File: config.mk
export PLATFORM = sky130hd
export DESIGN_NAME = f1_race_ctrl
export DESIGN_NICKNAME = d
export VERILOG_FILES = /design/src/rtl/f1_race_ctrl.sv
export SDC_FILE = /design/constraint.sdc
export NUM_CORES = 1
export LEC_CHECK = 0
export BUFFER_PORTS_ARGS = -buffer_cell sky130_fd_sc_hd__buf_4
export CORE_UTILIZATION = 35
export CTS_CLUSTER_DIAMETER = 60
export DETAILED_ROUTE_END_ITERATION = 10
export PLACE_DENSITY = 0.53
export SLEW_MARGIN = 20
export SYNTH_ARGS = -nofsm -noshare
export SYNTH_HDL_FRONTEND = slang
export SYNTH_SLANG_ARGS = --single-unit
File: constraint.sdc
create_clock -name clk -period 4.2 [get_ports clk]
set_input_delay 0.42 -clock clk [delete_from_list [all_inputs] [get_ports clk]]
set_output_delay 0.42 -clock clk [all_outputs]
set_load 0.02 [all_outputs]
File: src/rtl/f1_race_ctrl.sv
// f1_race_ctrl: sequencer for the F1 start-light FSM.
// It arms the light FSM and paces its steps with a divided tick. It then holds
// for a random number of ticks taken from an LFSR and signals lights-out.
// Finally it times the driver's reaction and flags jump starts.
module f1_race_ctrl #(
  parameter int TICK_DIV = 24,
  parameter int LFSR_W   = 7,
  parameter int CNT_W    = 16
) (
  input  logic             clk,
  input  logic             rst,
  input  logic             start,
  input  logic             react,
  input  logic             cmd_delay,
  output logic             trigger,
  output logic             seq_tick,
  output logic             lights_out,
  output logic             react_valid,
  output logic [CNT_W-1:0] react_time,
  output logic             jump_start,
  output logic             busy
);

  localparam int DIV_W = $clog2(TICK_DIV);
  localparam logic [DIV_W-1:0] DIV_LAST = DIV_W'(TICK_DIV - 1);
  localparam logic [CNT_W-1:0] CNT_MAX  = '1;

  // Feedback taps for a left-shifting Fibonacci LFSR (bit i set = tap on x^(i+1)).
  // Widths 3..12 are maximal length. Any other width still keeps the MSB tap,
  // so a non-zero state can never collapse to zero.
  function automatic logic [31:0] tap_mask(input int w);
    case (w)
      3:       tap_mask = 32'h0000_0006;
      4:       tap_mask = 32'h0000_000C;
      5:       tap_mask = 32'h0000_0014;
      6:       tap_mask = 32'h0000_0030;
      7:       tap_mask = 32'h0000_0044;  // x^7 + x^3 + 1
      8:       tap_mask = 32'h0000_00B8;
      9:       tap_mask = 32'h0000_0110;
      10:      tap_mask = 32'h0000_0240;
      11:      tap_mask = 32'h0000_0500;
      12:      tap_mask = 32'h0000_0E08;
      default: tap_mask = (32'h1 << (w - 1)) | 32'h1;
    endcase
  endfunction

  localparam logic [LFSR_W-1:0] TAPS = LFSR_W'(tap_mask(LFSR_W));

  function automatic logic [LFSR_W-1:0] lfsr_step(input logic [LFSR_W-1:0] v);
    return {v[LFSR_W-2:0], ^(v & TAPS)};
  endfunction

  // Reaction counter increment that sticks at full scale.
  function automatic logic [CNT_W-1:0] sat_inc(input logic [CNT_W-1:0] v);
    return (v == CNT_MAX) ? v : v + CNT_W'(1);
  endfunction

  typedef enum logic [2:0] {
    S_IDLE   = 3'd0,
    S_SEQ    = 3'd1,
    S_DELAY  = 3'd2,
    S_TIMING = 3'd3,
    S_DONE   = 3'd4
  } state_t;

  state_t              state_q, state_d;
  logic [DIV_W-1:0]    div_q, div_d;
  logic [LFSR_W-1:0]   lfsr_q;
  logic [LFSR_W-1:0]   delay_q, delay_d;
  logic [CNT_W-1:0]    rcnt_q, rcnt_d;
  logic [CNT_W-1:0]    rtime_q, rtime_d;
  logic                jump_q, jump_d;
  logic                trig_q, trig_d;
  logic                tick_q, tick_d;
  logic                lo_q, lo_d;
  logic                valid_q, valid_d;
  logic                busy_q, busy_d;
  logic                start_q, react_q;
  logic                start_rise, react_rise, tick;

  assign start_rise = start & ~start_q;
  assign react_rise = react & ~react_q;
  assign tick       = (div_q == DIV_LAST);

  // State register.
  always_ff @(posedge clk or posedge rst) begin
    if (rst) state_q <= S_IDLE;
    else     state_q <= state_d;
  end

  // Next state, counters and registered output pulses.
  always_comb begin
    state_d = state_q;
    div_d   = div_q;
    delay_d = delay_q;
    rcnt_d  = rcnt_q;
    rtime_d = rtime_q;
    jump_d  = jump_q;
    trig_d  = 1'b0;
    tick_d  = 1'b0;
    lo_d    = 1'b0;
    valid_d = 1'b0;
    case (state_q)
      S_IDLE, S_DONE: begin
        if (start_rise) begin
          state_d = S_SEQ;
          trig_d  = 1'b1;
          div_d   = '0;
          jump_d  = 1'b0;
          rtime_d = '0;
        end
      end
      S_SEQ: begin
        if (cmd_delay) begin
          // The step that would have fired here is dropped: the FSM is already waiting.
          state_d = S_DELAY;
          delay_d = lfsr_q;
          div_d   = '0;
        end else begin
          div_d  = tick ? '0 : div_q + DIV_W'(1);
          tick_d = tick;
        end
      end
      S_DELAY: begin
        if (react_rise) begin
          // A press on the final tick still counts as a jump start and suppresses lights-out.
          state_d = S_DONE;
          jump_d  = 1'b1;
        end else begin
          div_d = tick ? '0 : div_q + DIV_W'(1);
          if (tick) begin
            delay_d = delay_q - LFSR_W'(1);
            if (delay_q == LFSR_W'(1)) begin
              state_d = S_TIMING;
              lo_d    = 1'b1;
              rcnt_d  = '0;
            end
          end
        end
      end
      S_TIMING: begin
        if (react_rise || (rcnt_q == CNT_MAX)) begin
          state_d = S_DONE;
          rtime_d = rcnt_q;
          valid_d = 1'b1;
        end else begin
          rcnt_d = sat_inc(rcnt_q);
        end
      end
      default: state_d = S_IDLE;
    endcase
    busy_d = (state_d == S_SEQ) || (state_d == S_DELAY) || (state_d == S_TIMING);
  end

  // Counters and output registers.
  always_ff @(posedge clk or posedge rst) begin
    if (rst) begin
      div_q   <= '0;
      delay_q <= '0;
      rcnt_q  <= '0;
      rtime_q <= '0;
      jump_q  <= 1'b0;
      trig_q  <= 1'b0;
      tick_q  <= 1'b0;
      lo_q    <= 1'b0;
      valid_q <= 1'b0;
      busy_q  <= 1'b0;
    end else begin
      div_q   <= div_d;
      delay_q <= delay_d;
      rcnt_q  <= rcnt_d;
      rtime_q <= rtime_d;
      jump_q  <= jump_d;
      trig_q  <= trig_d;
      tick_q  <= tick_d;
      lo_q    <= lo_d;
      valid_q <= valid_d;
      busy_q  <= busy_d;
    end
  end

  // The LFSR free-runs every cycle, so the hold depends on when the race is started.
  // The button history registers give the one-cycle rise detection.
  always_ff @(posedge clk or posedge rst) begin
    if (rst) begin
      lfsr_q  <= LFSR_W'(1);
      start_q <= 1'b0;
      react_q <= 1'b0;
    end else begin
      lfsr_q  <= lfsr_step(lfsr_q);
      start_q <= start;
      react_q <= react;
    end
  end

  assign trigger     = trig_q;
  assign seq_tick    = tick_q;
  assign lights_out  = lo_q;
  assign react_valid = valid_q;
  assign react_time  = rtime_q;
  assign jump_start  = jump_q;
  assign busy        = busy_q;

endmodule

-- After elaboration in Yosys (flattened, before gate mapping)
Cells that the tools add are included.
W data, S select, Z words.
- bits in registers: 62
- $add $sub $neg: 3
- eq/ne operators: 19
- muxes and demuxes: 38
- bitwise gates (word level): 4
- reductions and logical operators: 16
- operators with widths (cell ; number):
    $mux W16 ; 7
    $pmux W16 S2 ; 2
    $mux W7 ; 3
    $mux W5 ; 4
    $mux W3 ; 6
    $ne A2 B2 Y1 const B ; 9
    $add A16 B1 Y16 const B ; 1
    $eq A16 B16 Y1 const B ; 1
    $pmux W5 S3 ; 1
    $pmux W7 S2 ; 1
    $eq A3 B2 Y1 const B ; 4
    $mux W1 ; 12
    $pmux W3 S4 ; 1
    $reduce_and A3 Y1 ; 3
    $reduce_bool A2 Y1 ; 4
    $eq A7 B1 Y1 const B ; 1
    $reduce_xor A7 Y1 ; 1
    $sub A7 B1 Y7 const B ; 1
    $eq A3 B1 Y1 const B ; 2
    $reduce_and A6 Y1 ; 1
    $add A5 B1 Y5 const B ; 1
    $eq A5 B5 Y1 const B ; 1
    $reduce_and A4 Y1 ; 1
    $eq A3 B3 Y1 const B ; 1
    other kinds (7) ; 11

-- Depth between registers and ports, before layout
- depth in word-level cells: 8
- depth in mapped cells: 8

-- Worst setup path after synthesis
No wires, ideal clock.
- path kind: register to register
- from: reg div_q[0]
- to: reg delay_q[1]
- data arrival time: 2.008 ns
- required time: 4.075 ns
- path slack: 2.067 ns
- cell stages (with the launch flop): 8
- period minus slack after synthesis: 2.133 ns
- path through: dfrtp_1 > ha_1 > and4b_1 > buf_2 > a41oi_1 > or2_2 > buf_2 > mux2_2
- cells in the longest elaborated chain, start to end: 3
- ends and longest elaborated chain (item ; RTL line ; RTL):
    from (decl) ; 67 ; logic [DIV_W-1:0] div_q, div_d;
    from (signal assigned) ; 169 ; div_q <= div_d;
    $eq A5 B5 Y1 ; 83 ; assign tick = (div_q == DIV_LAST);
    $ne A2 B2 Y1 (no line) ; -- ;
    $reduce_and A4 Y1 (no line) ; -- ;
    to (signal assigned) ; 170 ; delay_q <= delay_d;
    to (decl) ; 69 ; logic [LFSR_W-1:0] delay_q, delay_d;
No other way between the ends.
A chain may end at the register's enable or synchronous reset.

-- Worst setup path after layout
- from: reg rcnt_q[0]
- to: reg rtime_q[1] (netlist: react_time[1])
- cells in the longest elaborated chain, start to end: 4
- ends and longest elaborated chain (item ; RTL line ; RTL):
    from (decl) ; 70 ; logic [CNT_W-1:0] rcnt_q, rcnt_d;
    from (signal assigned) ; 171 ; rcnt_q <= rcnt_d;
    $eq A16 B16 Y1 ; 142 ; if (react_rise || (rcnt_q == CNT_MAX)) begin
    $logic_or A1 B1 Y1 ; 142 ;
    $ne A2 B2 Y1 (no line) ; -- ;
    $reduce_and A3 Y1 (no line) ; -- ;
    to (signal assigned) ; 172 ; rtime_q <= rtime_d;
    to (decl) ; 71 ; logic [CNT_W-1:0] rtime_q, rtime_d;
No other way between the ends.

==> qor.yml <==
cts_made_buffers: 9
grt_max_degree: 41
slowest_delay_ns: 0.56
min_path_type: "input pin to async pin"
ys_seq_area_frac: 0.509
drt-initial-drc-count: 74
period_needed_ns: 2.49
postSynthCellCount: 305
via_per_inst: 5.19
final-seq-area_mm2: 0.00155
globalplace.congestion: 0.785
netlist_area_mm2: 0.00305
synth_edf_count: 0
cts.reportedPaths.clkPinSlew_ns: 0.07
numPortBuffers: 26
hpwl_um: 4420
finalHoldViolations: 0
outcome: "complete, no violations"
fp.dieW_um: 95.3
syn_area_per_cell_um2: 10.0
worst_pin_slew_ns: 0.743
multi_input_area_mm2: 0.00130
die-area_mm2: 0.00909
htreeDepth: 3
core_mm2: 0.00834
cpMaxStageDelayCell: "o21ai_2"
crit_top_cell: "and4_1"
firstDrtPassIters: 4
start_kind: "register"
synth_seq_cells: 62
crit_fanout: 25
routed_wl_um: 6430
syn_to_final_growth_pct: 16.2
irDropWorstVdd_v: 0.000245
worst-r2r-setup-slack_ns: 1.71
antenna_left: 0
overflow: 0
nets: 335
powerDensity_mw_per_mm2: 543
worst_setup_path_end_kind: "register"
dieHeight_um: 95.3
num_rows: 33
critical_path_buf_inv_count: 1
fin_worst_skew_ns: 0.00858
crit_required_ns: 4.45
grt_usage: 0.159
setup_viol: 0
r2r_start: "rcnt_q[0]"
reg2reg_depth: 6
io_pins: 27
post-route-drc-count: 0
fin_tns_setup_ns: 0
cts_setup_buffers: 0
fmax_mhz: 402
synth_cell_type_count: 52
root_buffer: "clkbuf_8"
antenna_cells: 0
grt_pass1_wl_um: 10900
cts_resized: 0
path_class: "register to register"
clkLatencyLatePin_ns: 0.33
post_dp_cell_area_mm2: 0.00330
synthArstFlopShare: 1.00
r2r-end: "react_time[1]"
cts_sinks: 62
cp-startpoint: "rcnt_q[0]"
synth_fp_nets: 314
crit_family: "simple AND/OR/NAND/NOR gates"
fill_cells: 812
initial_core_util: 0.366
drive_above_1_share: 0.175
stdcell_area_mm2: 0.00354
fin_crit_sh: 0.593
clock_path_buffers: 2
max_cap_violations: 0
wl_per_cell_um: 14.7
drv_slew: 0
holdBufCountCts: 0
worstPathArrival_ns: 2.74
route.vias.total: 2263
p_leak_nw: 1.71
cts_tree: "yes"
max_slew_margin: 0.505
antenna_found_initial: 0
path_cells: "ha_1 -> and4_1 -> and4_1 -> o21ai_2 -> buf_4 -> mux2i_1"
yosys_most_used_dff: "dfrtp_1"
synth_warnings: 0
grt_setup_unrepaired: "false"
first_global_vias: 2202
==> worst register-to-register path: stages (launching register included) <==
cell and delay (ns):
dfrtp_1 0.41, ha_1 0.24, and4_1 0.19, and4_1 0.44, o21ai_2 0.56, buf_4 0.33
mux2i_1 0.23
==> through the flow <==
stage / hold slack, ns / utilization / power [W] / std cells / worst slack (ns)
floorplan: 0.354 / - / 0.00114 / 305 / 2.07
global placement: 0.362 / 0.395 / 0.00128 / 420 / 1.77
detailed placement: 0.364 / 0.395 / 0.00128 / 420 / 1.68
CTS: 0.114 / 0.425 / 0.00194 / 436 / 1.67
global route: 0.138 / 0.425 / 0.00205 / 436 / 1.52
finish: 0.104 / 0.425 / 0.00192 / 436 / 1.71
==> registers in the layout, indices dropped and copies added, names as in the netlist <==
name and count:
delay_q 7, jump_start 1, react_q 1, rcnt_q 16, state_q 3, trigger 1, busy 1, start_q 1
seq_tick 1, react_valid 1, div_q 5, lfsr_q 7, react_time 16, lights_out 1
==> cells in the final DEF (no fill, tap or decap), types with 2 or more instances in the layout <==
cell type  synthesis  routed
o22a_1             3       3
inv_1             26      25
dfrtp_1           61      61
clkbuf_1           7       2
nor2_1             9       9
a22oi_1            2       2
or4_1              8       8
nand2_1           35      35
o31ai_1           13      13
and4_1             4       4
nand4_1            8       8
nor3_1             3       3
bufinv_16          0       3
or3b_2             3       3
nor4_1             2       2
and3b_1            2       2
a21oi_1           16      16
mux2i_1           21      21
o21ai_0           25      24
nand3_1            5       5
ha_1               4       4
or2_2              2       2
o22ai_1            2       2
clkbuf_8           0      11
nand2b_1           3       3
and3_1             2       2
buf_4              2      28
nor3b_1            2       2
or3_1              3       3
==> layout make-up <==
type	count	share of cell area
inverter	26	0.0275
multi-input combinational	199	0.368
timing repair buffer	28	0.0593
tap	105	0.0371
clock buffer	13	0.0448
sequential	62	0.438
clock inverter	3	0.0254
==> per-layer routing <==
layer | GRT usage | vias up | wire length [µm]
met2 | 0.263 | 37 | 3100
met3 | 0.0383 | 6 | 177
met5 | 0 | - | 0
met1 | 0.202 | 1080 | 3110
li1 | - | 1140 | -
met4 | 0.0568 | 0 | 43
==> cell usage after synthesis (5+ instances only) <==
| cell | n | share of area |
|---|---|---|
| o31ai_1 | 13 | 0.032 |
| nand3_1 | 5 | 0.0082 |
| a21oi_1 | 16 | 0.026 |
| nand2_1 | 35 | 0.043 |
| inv_1 | 26 | 0.032 |
| o21ai_0 | 25 | 0.041 |
| mux2i_1 | 21 | 0.069 |
| or4_1 | 8 | 0.020 |
| buf_2 | 7 | 0.011 |
| nand4_1 | 8 | 0.016 |
| nor2_1 | 9 | 0.011 |
| dfrtp_1 | 61 | 0.50 |
| clkbuf_1 | 7 | 0.0086 |
==> worst max path at each step <==
stage	end	slack, ns	cells after the start
5_1_grt	react_time[3]	1.52	6
4_1_cts	react_time[1]	1.67	6
6_report	react_time[1]	1.71	6
3_3_place_gp	react_time[15]	1.77	6
2_1_floorplan	delay_q[1]	2.07	7
3_5_place_dp	react_time[1]	1.68	6
==> report_power, final <==
group,switching (W),internal (W),total [W],leakage [nW]
clock network,0.000224,0.000428,0.000651,0.124
logic,0.000280,0.000198,0.000478,0.757
registers,0.000106,0.000690,0.000796,0.825
==> cells by family after synthesis <==
family                   Yosys count  synth area share
AO/OA/AOI/OAI                     69             0.139
buffers and inverters             44            0.0644
AND/OR/NAND/NOR                  103             0.195
flip-flops                        62             0.509
XOR/XNOR                           1           0.00287
adder cells (fa/ha/maj)            4            0.0164
multiplexers                      22            0.0726
Note: power is estimated with default switching activity, not from simulation.
